===== src/rtl/tpu_pkg.sv =====
// Shared definitions for the MMU feed path: default widths, scheduler state
// encoding, result index constants and the diagonal-skew lane mapping.
package tpu_pkg;

  localparam int DATA_W_DEF = 8;
  localparam int ACC_W_DEF  = 16;

  localparam logic [2:0] ST_IDLE    = 3'd0;
  localparam logic [2:0] ST_CLEAR   = 3'd1;
  localparam logic [2:0] ST_FEED    = 3'd2;
  localparam logic [2:0] ST_DRAIN   = 3'd3;
  localparam logic [2:0] ST_CAPTURE = 3'd4;
  localparam logic [2:0] ST_OUTPUT  = 3'd5;

  localparam logic [1:0] C00 = 2'd0;
  localparam logic [1:0] C01 = 2'd1;
  localparam logic [1:0] C10 = 2'd2;
  localparam logic [1:0] C11 = 2'd3;

  localparam logic [1:0] FEED_LAST = 2'd2;
  // Output index value meaning "all four results accepted"
  localparam logic [2:0] IDX_FIN   = 3'd4;

  // Returns {valid, addr} for one lane at feed step `step`. k = step - lane is the
  // inner-product index; A is row-major (r*2+k), B is (k*2+c).
  function automatic logic [2:0] skew_lane(input logic [1:0] step, input logic lane,
                                           input logic is_b);
    logic [1:0] k;
    logic       ok;
    k  = step - {1'b0, lane};
    ok = (step >= {1'b0, lane}) && (k <= 2'd1);
    if (!ok) return 3'b000;
    return is_b ? {1'b1, k[0], lane} : {1'b1, lane, k[0]};
  endfunction

endpackage


===== src/rtl/feed_skew_gen.sv =====
// Maps a feed step to the four operand-memory read addresses and registers the
// per-lane valid bits so they line up with read data returning one cycle later.
module feed_skew_gen
  import tpu_pkg::*;
(
  input  logic       clk,
  input  logic       rst_n,
  input  logic       issue_en_i,
  input  logic [1:0] issue_step_i,
  output logic [1:0] addr_a0_o,
  output logic [1:0] addr_a1_o,
  output logic [1:0] addr_b0_o,
  output logic [1:0] addr_b1_o,
  output logic [3:0] lane_vld_o   // {b1, b0, a1, a0}
);

  logic [2:0] la0, la1, lb0, lb1;
  logic [3:0] lane_vld_q, lane_vld_d;

  always_comb begin
    la0 = '0;
    la1 = '0;
    lb0 = '0;
    lb1 = '0;
    if (issue_en_i) begin
      la0 = skew_lane(issue_step_i, 1'b0, 1'b0);
      la1 = skew_lane(issue_step_i, 1'b1, 1'b0);
      lb0 = skew_lane(issue_step_i, 1'b0, 1'b1);
      lb1 = skew_lane(issue_step_i, 1'b1, 1'b1);
    end
    lane_vld_d = {lb1[2], lb0[2], la1[2], la0[2]};
  end

  assign addr_a0_o = la0[1:0];
  assign addr_a1_o = la1[1:0];
  assign addr_b0_o = lb0[1:0];
  assign addr_b1_o = lb1[1:0];

  always_ff @(posedge clk or negedge rst_n) begin
    if (!rst_n) lane_vld_q <= '0;
    else        lane_vld_q <= lane_vld_d;
  end

  assign lane_vld_o = lane_vld_q;

endmodule


===== src/rtl/mmu_feed_scheduler.sv =====
// Sequences one 2x2 systolic multiply: clear, skewed feed, drain, capture, stream out.
// Optional stall counter output is built when FEED_SCHED_PERF_EN is defined.
module mmu_feed_scheduler
  import tpu_pkg::*;
#(
  parameter int DATA_W       = DATA_W_DEF,
  parameter int ACC_W        = ACC_W_DEF,
  parameter int DRAIN_CYCLES = 3
) (
  input  logic               clk,
  input  logic               rst_n,
  input  logic               start,
  output logic               busy,
  output logic               done,
  output logic [1:0]         rd_addr_a0,
  output logic [1:0]         rd_addr_a1,
  output logic [1:0]         rd_addr_b0,
  output logic [1:0]         rd_addr_b1,
  input  logic [DATA_W-1:0]  rd_data_a0,
  input  logic [DATA_W-1:0]  rd_data_a1,
  input  logic [DATA_W-1:0]  rd_data_b0,
  input  logic [DATA_W-1:0]  rd_data_b1,
  output logic               mmu_clear,
  output logic               mmu_en,
  output logic [DATA_W-1:0]  a_row0,
  output logic [DATA_W-1:0]  a_row1,
  output logic [DATA_W-1:0]  b_col0,
  output logic [DATA_W-1:0]  b_col1,
  input  logic [4*ACC_W-1:0] mmu_res,
  output logic [ACC_W-1:0]   res_data,
  output logic [1:0]         res_idx,
  output logic               res_valid,
  input  logic               res_ready,
`ifdef FEED_SCHED_PERF_EN
  output logic [15:0]        stall_cnt,
`endif
  output logic [2:0]         state_dbg
);

  localparam logic [7:0] DRAIN_LAST = 8'(DRAIN_CYCLES - 1);

  logic [2:0]       state_q, state_d;
  logic [1:0]       step_q, step_d;
  logic [7:0]       drain_q, drain_d;
  logic [2:0]       idx_q, idx_d;
  logic [ACC_W-1:0] res_q [4];
  logic [3:0]       lane_vld;
  logic             issue_en;
  logic [1:0]       issue_step;

  always_comb begin
    state_d = state_q;
    step_d  = step_q;
    drain_d = drain_q;
    idx_d   = idx_q;
    case (state_q)
      ST_IDLE:    if (start) state_d = ST_CLEAR;
      ST_CLEAR: begin
        state_d = ST_FEED;
        step_d  = 2'd0;
      end
      ST_FEED: begin
        if (step_q == FEED_LAST) begin
          state_d = ST_DRAIN;
          drain_d = 8'd0;
        end else begin
          step_d = step_q + 2'd1;
        end
      end
      ST_DRAIN: begin
        if (drain_q == DRAIN_LAST) state_d = ST_CAPTURE;
        else                       drain_d = drain_q + 8'd1;
      end
      ST_CAPTURE: begin
        state_d = ST_OUTPUT;
        idx_d   = 3'd0;
      end
      ST_OUTPUT: begin
        if (idx_q == IDX_FIN) state_d = ST_IDLE;
        else if (res_ready)   idx_d   = idx_q + 3'd1;
      end
      default:    state_d = ST_IDLE;
    endcase
  end

  always_ff @(posedge clk or negedge rst_n) begin
    if (!rst_n) begin
      state_q <= ST_IDLE;
      step_q  <= '0;
      drain_q <= '0;
      idx_q   <= '0;
    end else begin
      state_q <= state_d;
      step_q  <= step_d;
      drain_q <= drain_d;
      idx_q   <= idx_d;
    end
  end

  always_ff @(posedge clk or negedge rst_n) begin
    if (!rst_n) begin
      for (int i = 0; i < 4; i++) res_q[i] <= '0;
    end else if (state_q == ST_CAPTURE) begin
      for (int i = 0; i < 4; i++) res_q[i] <= mmu_res[i*ACC_W +: ACC_W];
    end
  end

  // Addresses for step 0 go out in CLEAR; each FEED step issues the next one.
  assign issue_en   = (state_q == ST_CLEAR) || ((state_q == ST_FEED) && (step_q != FEED_LAST));
  assign issue_step = (state_q == ST_CLEAR) ? 2'd0 : step_q + 2'd1;

  feed_skew_gen u_skew (
    .clk          (clk),
    .rst_n        (rst_n),
    .issue_en_i   (issue_en),
    .issue_step_i (issue_step),
    .addr_a0_o    (rd_addr_a0),
    .addr_a1_o    (rd_addr_a1),
    .addr_b0_o    (rd_addr_b0),
    .addr_b1_o    (rd_addr_b1),
    .lane_vld_o   (lane_vld)
  );

  assign a_row0 = lane_vld[0] ? rd_data_a0 : '0;
  assign a_row1 = lane_vld[1] ? rd_data_a1 : '0;
  assign b_col0 = lane_vld[2] ? rd_data_b0 : '0;
  assign b_col1 = lane_vld[3] ? rd_data_b1 : '0;

  assign busy      = (state_q != ST_IDLE);
  assign mmu_clear = (state_q == ST_CLEAR);
  assign mmu_en    = (state_q == ST_FEED) || (state_q == ST_DRAIN);

  // Result port: a beat transfers on a rising edge where res_valid && res_ready;
  // while valid && !ready, res_valid/res_data/res_idx hold and the index stays put.
  assign res_valid = (state_q == ST_OUTPUT) && (idx_q != IDX_FIN);
  assign res_idx   = res_valid ? idx_q[1:0] : 2'd0;
  assign res_data  = res_valid ? res_q[idx_q[1:0]] : '0;
  assign done      = (state_q == ST_OUTPUT) && (idx_q == IDX_FIN);
  assign state_dbg = state_q;

`ifdef FEED_SCHED_PERF_EN
  logic [15:0] stall_q;

  always_ff @(posedge clk or negedge rst_n) begin
    if (!rst_n)                                stall_q <= '0;
    else if ((state_q == ST_IDLE) && start)    stall_q <= '0;
    else if (res_valid && !res_ready && (stall_q != 16'hFFFF))
                                               stall_q <= stall_q + 16'd1;
  end

  assign stall_cnt = stall_q;
`endif

endmodule


===== config.mk =====
export PLATFORM = sky130hd
export DESIGN_NAME = mmu_feed_scheduler
export DESIGN_NICKNAME = d
export VERILOG_FILES = /design/src/rtl/tpu_pkg.sv /design/src/rtl/feed_skew_gen.sv /design/src/rtl/mmu_feed_scheduler.sv
export SDC_FILE = /design/constraint.sdc
export NUM_CORES = 1
export LEC_CHECK = 0
export ABC_AREA = 1
export BUFFER_PORTS_ARGS = -buffer_cell sky130_fd_sc_hd__buf_2
export CAP_MARGIN = 20
export CELL_PAD_IN_SITES_DETAIL_PLACEMENT = 1
export CELL_PAD_IN_SITES_GLOBAL_PLACEMENT = 1
export CORE_MARGIN = 3
export CORE_UTILIZATION = 34
export CTS_CLUSTER_DIAMETER = 30
export DETAILED_ROUTE_END_ITERATION = 8
export PLACE_DENSITY = 0.9
export SETUP_SLACK_MARGIN = 0.05
export SLEW_MARGIN = 30
export SYNTH_ARGS = -nofsm -noshare
export SYNTH_HDL_FRONTEND = slang
export SYNTH_SLANG_ARGS = --single-unit
export TNS_END_PERCENT = 5

===== constraint.sdc =====
create_clock -name clk -period 2.5 [get_ports clk]
set_input_delay 0.25 -clock clk [delete_from_list [all_inputs] [get_ports clk]]
set_output_delay 0.25 -clock clk [all_outputs]
set_load 0.01 [all_outputs]

# Yosys cells after proc, flatten, opt, wreduce, memory -nomap -nowiden
# Index checks and enable logic that the tools add are counted.
# totals
reg_bits	84
in_bits	100
output_inout_bits	66
elab_cells	90
# op_classes
n_addsub	4
magnitude_cmp	5
eq_ne	18
mux	37
bitwise_logic	1
n_reduce_logical	16
# ops
operator	n
2-to-1 mux 16 bit	3
2-to-1 mux 3 bit	16
2-to-1 mux 8 bit	6
binary-select mux 16 bit (select 2 bit)	1
!= test 2 bit (second input constant)	9
case mux 3 bit (6 select lines)	1
case mux 8 bit (2 select lines)	1
equality test 3 bit (second input constant)	3
adder 8 x 1 -> 8 bit (second input constant)	1
equality test 8 x 2 -> 1 bit (second input constant)	1
equality test 3 x 2 -> 1 bit (second input constant)	2
2-to-1 mux 2 bit	3
case mux 3 bit (2 select lines)	1
AND reduction 3 bit	2
nonzero test 2 bit	3
logical AND 1 bit	5
>= comparator 2 x 1 -> 1 bit (second input constant)	2
less-or-equal comparator 2 x 1 -> 1 bit (second input constant)	2
2-to-1 mux 1 bit	4
case mux 2 bit (2 select lines)	1
AND reduction 4 bit	1
adder 3 x 1 -> 3 bit (second input constant)	1
equality test 3 x 1 -> 1 bit (second input constant)	1
>= comparator 3 bit (second input constant)	1
other kinds (9)	10

# Logic depth before layout (Yosys ltp)
# logic_depth
word_depth	9
ltp_mapped	11
depth_no_buf	9

# Hierarchy
# From an unflattened synthesis, not the netlist that was laid out.
# hier_totals
cells_unflattened	617
hier_area_um2	4401.7
# modules_own_cells
module	n_inst	cells_per_inst	area_per_inst_um2	seq_area_each_um2
mmu_feed_scheduler	1	593	4207.8	2001.9
feed_skew_gen	1	24	193.9	50.0

# Worst setup path before layout
# OpenSTA, ideal clock, no wires.
# synth_path
kind	register to output
startpoint	register state_q[2], in the netlist state_dbg[2]
endpoint	output rd_addr_b1[0]
t_arrival_ns	1.822
required_time_ns	2.250
setup_slack_ns	0.428
path_stages_with_launch	7
path_buffers	1
cell_sequence	dfrtp_1 nor3_1 or2_2 inv_1 ha_1 nor2_1 buf_4
# synth_via
elab_chain_len	9
word_cells_on_any_way	13
classes_between	add/sub: 1; order compare: 2; eq/ne: 2; mux: 5; reduce/logical: 3
# synth_lines
element	line_no	rtl
start: declaration	mmu_feed_scheduler.sv:42	logic [2:0] state_q, state_d;
start signal: assignment	mmu_feed_scheduler.sv:93	state_q <= state_d;
equality test 3 x 1 -> 1 bit *	-	
named net mmu_clear	mmu_feed_scheduler.sv:23	output logic mmu_clear,
2-to-1 mux 2 bit	mmu_feed_scheduler.sv:110	assign issue_step = (state_q == ST_CLEAR) ? 2'd0 : step_q + 2'd1;
subtractor 2 x 1 -> 2 bit	tpu_pkg.sv:30	k = step - {1'b0, lane};
less-or-equal comparator 2 x 1 -> 1 bit	tpu_pkg.sv:31	ok = (step >= {1'b0, lane}) && (k <= 2'd1);
logical AND 1 bit	tpu_pkg.sv:31	
2-to-1 mux 1 bit	tpu_pkg.sv:32	if (!ok) return 3'b000;
2-to-1 mux 1 bit	feed_skew_gen.sv:25	if (issue_en_i) begin
2-to-1 mux 3 bit	tpu_pkg.sv:33	return is_b ? {1'b1, k[0], lane} : {1'b1, lane, k[0]};
2-to-1 mux 3 bit *	feed_skew_gen.sv:25	
end: declaration	mmu_feed_scheduler.sv:18	output logic [1:0] rd_addr_b1,
# The timed path passes the listed nets; every way through them passes the cells marked *. The select of a mux whose other input is x is not followed.

# Worst setup path after layout
# layout_path
startpoint	register step_q[0]
endpoint	output rd_addr_b1[0]
# layout_via
elab_chain_len	9
word_cells_on_any_way	13
classes_between	add/sub: 2; order compare: 2; eq/ne: 1; mux: 5; reduce/logical: 3
# layout_lines
element	line_no	rtl
start: declaration	mmu_feed_scheduler.sv:43	logic [1:0] step_q, step_d;
start signal: assignment	mmu_feed_scheduler.sv:94	step_q <= step_d;
adder 2 x 1 -> 2 bit	mmu_feed_scheduler.sv:110	
2-to-1 mux 2 bit	mmu_feed_scheduler.sv:110	
subtractor 2 x 1 -> 2 bit	tpu_pkg.sv:30	
less-or-equal comparator 2 x 1 -> 1 bit	tpu_pkg.sv:31	
logical AND 1 bit	tpu_pkg.sv:31	
2-to-1 mux 1 bit	tpu_pkg.sv:32	
2-to-1 mux 1 bit	feed_skew_gen.sv:25	
2-to-1 mux 3 bit	tpu_pkg.sv:33	
2-to-1 mux 3 bit *	feed_skew_gen.sv:25	
# Every way passes the cells marked *; elsewhere a longest branch is shown, timed or not. The select of a mux whose other input is x is not followed.

==> metrics.txt <==
status finished, final reports clean; Initial Util between 30% and 40%; DR vias/cell around 4.7; CP bufs+invs 3; RR Endpoint res_q[47]$_DFFE_PN0P_; largest cells by area after synthesis dfrtp_1 47%, nand2_1 22%, nor2_1 6.8%; Leak ~3.3 nW; pin count of the biggest net entering global routing 65; top-area cell type share of the netlist area 47.4%; CTS tree built; switching power 2.39 mW; Worst Setup End Kind output port; Max stage delay on crit path 370 ps; GPL Wtd Cong 0.825; power per cell area approximately 1100 nW/um^2; routed wire length on met3 about 860 um; Internal between 3 and 4 mW; total CTS buffers 9; Slew headroom between 50 and 60%; number of routed nets with antenna violations 0; Critical Path Stages 7; Worst EP arrival 2040 ps; core area roughly 12,000 um^2; crit path kind reg -> out; PortBufs 163; Worst Setup SP step_q[0]$_DFFE_PN0P_; syn avg cell area 7.14 um^2; Worst-Margin Slew roughly 650 ps; max layer used met4; ANT cells 0; GRT Total Usage 19.9%; Ys Warns 0; Setup crit end rd_addr_b1[0]; fin nets ~860; reg2reg start state_dbg[0]$_DFFE_PN0P_; worst r2r path cells 6; first-pass GRT wire length ~22 mm; Die ar. about 14,000 um^2; Num Clock Sinks 82; switching share of power approximately two fifths; CTS max path bufs 2; Clock transition at path regs approximately 60 ps; combinational cell fraction of total power between 30 and 40%; DP HPWL around 10 mm; clk_lat worst skew around 340 ps; Top delay family on crit path adder cells; min Tclk post-route 2290 ps; register-to-register path setup slack just under 800 ps; WL met2 roughly 7 mm; Overall Power around 5.9 mW; antenna violations before repair 0; Cell Chain, Critical Path inv_1, ha_1, or2_2, inv_1, ha_1, nor2_1, buf_2; Final Util ~45%; via count between 4,000 and 5,000; sequential area share after synthesis a little under half; max_cap viols 0; GR Overflow Total 0; clk_skew a little under 7 ps; clock share of power around 22%; DRC 0; Met1 Wirelength 5.65 mm; Gates resized, CTS repair 0; die span in x between 100 and 150 um; WL/cell between 15 and 20 um; worst IR drop on VDD 435 uV; fin. max-slew vios 0; Area Growth Syn to Fin 27.5%; # H-tree levels 3; I/O pin count around 170; total iterations of the first detailed-routing run 5; final hold vios 0; post-synth top area cell dfrtp_1; CP max stage cell dfrtp_1; root buffer cell clkbuf_16; Post-Syn Instances 606; final wirelength ~14 mm; Setup TNS 0 ps; final period utilization a little over 90%; Netlist cell types 26; fin cells about 930; synthesized area approximately 4300 um^2; Placed Cells roughly 910; 1st-iter DRT viols about 190; f_max approximately 440 MHz; Worst Setup Start Kind flop; fraction of layout cells with a size suffix above 1 between 20% and 30%; Fillers about 1,600; row count 40; endpoints failing setup 0; crit-path max FO 3; Seq cells post-synth between 80 and 90; Critical Path RT 2250 ps; most frequent cells in the layout 254 x nand2_1, 162 x buf_2, 82 x dfrtp_1; worst hold path type in -> reg; sequential share of power around 40%; vias in the first global route roughly 4,600; die height ~120 um; commonest non-fill, non-tap cell in the layout nand2_1; RSZ-0062 raised after global routing no
sequential cells by signal (all words and copies together) (netlist names):
register and count:
res_q 64, state_dbg 3, idx_q 3, u_skew.lane_vld_o 2, step_q 2, drain_q 8
cell type report:
class | count | area (um^2) | area share (%)
repair buffers | 172 | 913 | 16.6
inverters | 53 | 199 | 3.61
flip-flops and latches | 82 | 2050 | 37.2
clock inverters | 2 | 37.5 | 0.680
well taps | 168 | 210 | 3.81
multi-input cells | 437 | 1850 | 33.6
clock buffers | 13 | 250 | 4.54
synth_stat cells, drive strengths merged:
master	number
xor2	2
nand3	16
or2	2
dfrtp	82
nand3b	1
o21ai	45
nand4	3
conb	1
nand2	254
a31oi	1
a21oi	18
nor3b	1
inv	52
o22ai	1
buf	25
ha	6
nor3	4
clkinv	1
clkbuf	10
nor2	81
power by group through the flow:
stage	combinational, mW	sequential (mW)	clock (mW)
floorplan	1.61	2.21	0
detailed placement	2.26	2.40	0
global placement	2.16	2.35	0
CTS	2.28	2.38	1.34
finish	2.23	2.38	1.31
global route	2.58	2.45	1.41
how the worst min path moves through the flow:
stage                           start                endpoint  slack (ps)  cells after the start
after floorplan                 rst_n  drain_q[0]$_DFFE_PN0P_         -50                      0
after global placement          rst_n  drain_q[5]$_DFFE_PN0P_         290                      1
after detailed placement        rst_n  drain_q[7]$_DFFE_PN0P_         280                      1
after CTS                 mmu_res[20]   res_q[36]$_DFFE_PN0P_         100                      3
after global routing      mmu_res[63]   res_q[15]$_DFFE_PN0P_         110                      3
final                     mmu_res[53]    res_q[5]$_DFFE_PN0P_         110                      3
repair_timing:
action                     CTS  global route
setup endpoints to repair    0             0
buffers inserted             0             0
hold endpoints to repair    41             0
hold buffers                 1             0
logic make-up after synthesis:
| family | synth area share, % |
|---|---|
| adder cells (fa/ha/maj) | 1.74 |
| flip-flops | 47.4 |
| AND/OR/NAND/NOR | 33.0 |
| other | 0.0867 |
| XOR/XNOR | 0.405 |
| buffers and inverters | 9.78 |
| AO/OA/AOI/OAI | 7.58 |
tightest hold or removal path, stage by stage:
cell     delay [ps]
buf_2            70
nand2_1          40
nand2_1          50
routing by layer:
metal,vias to the layer above,global-route usage (%)
met1,2082,22.7
met3,28,5.98
met4,0,7.24
li1,2138,-
met5,-,0
met2,149,35.0
stage by stage:
stage | instance area [um^2] | hold slack, ps | setup slack (ps)
2_1_floorplan | 4330 | -45.6 | 428
3_3_place_gp | 5220 | 286 | 633
3_5_place_dp | 5220 | 280 | 549
4_1_cts | 5520 | 101 | 184
5_1_grt | 5520 | 107 | 63.2
6_report | 5520 | 110 | 205
(Power assumes the default switching activity.)
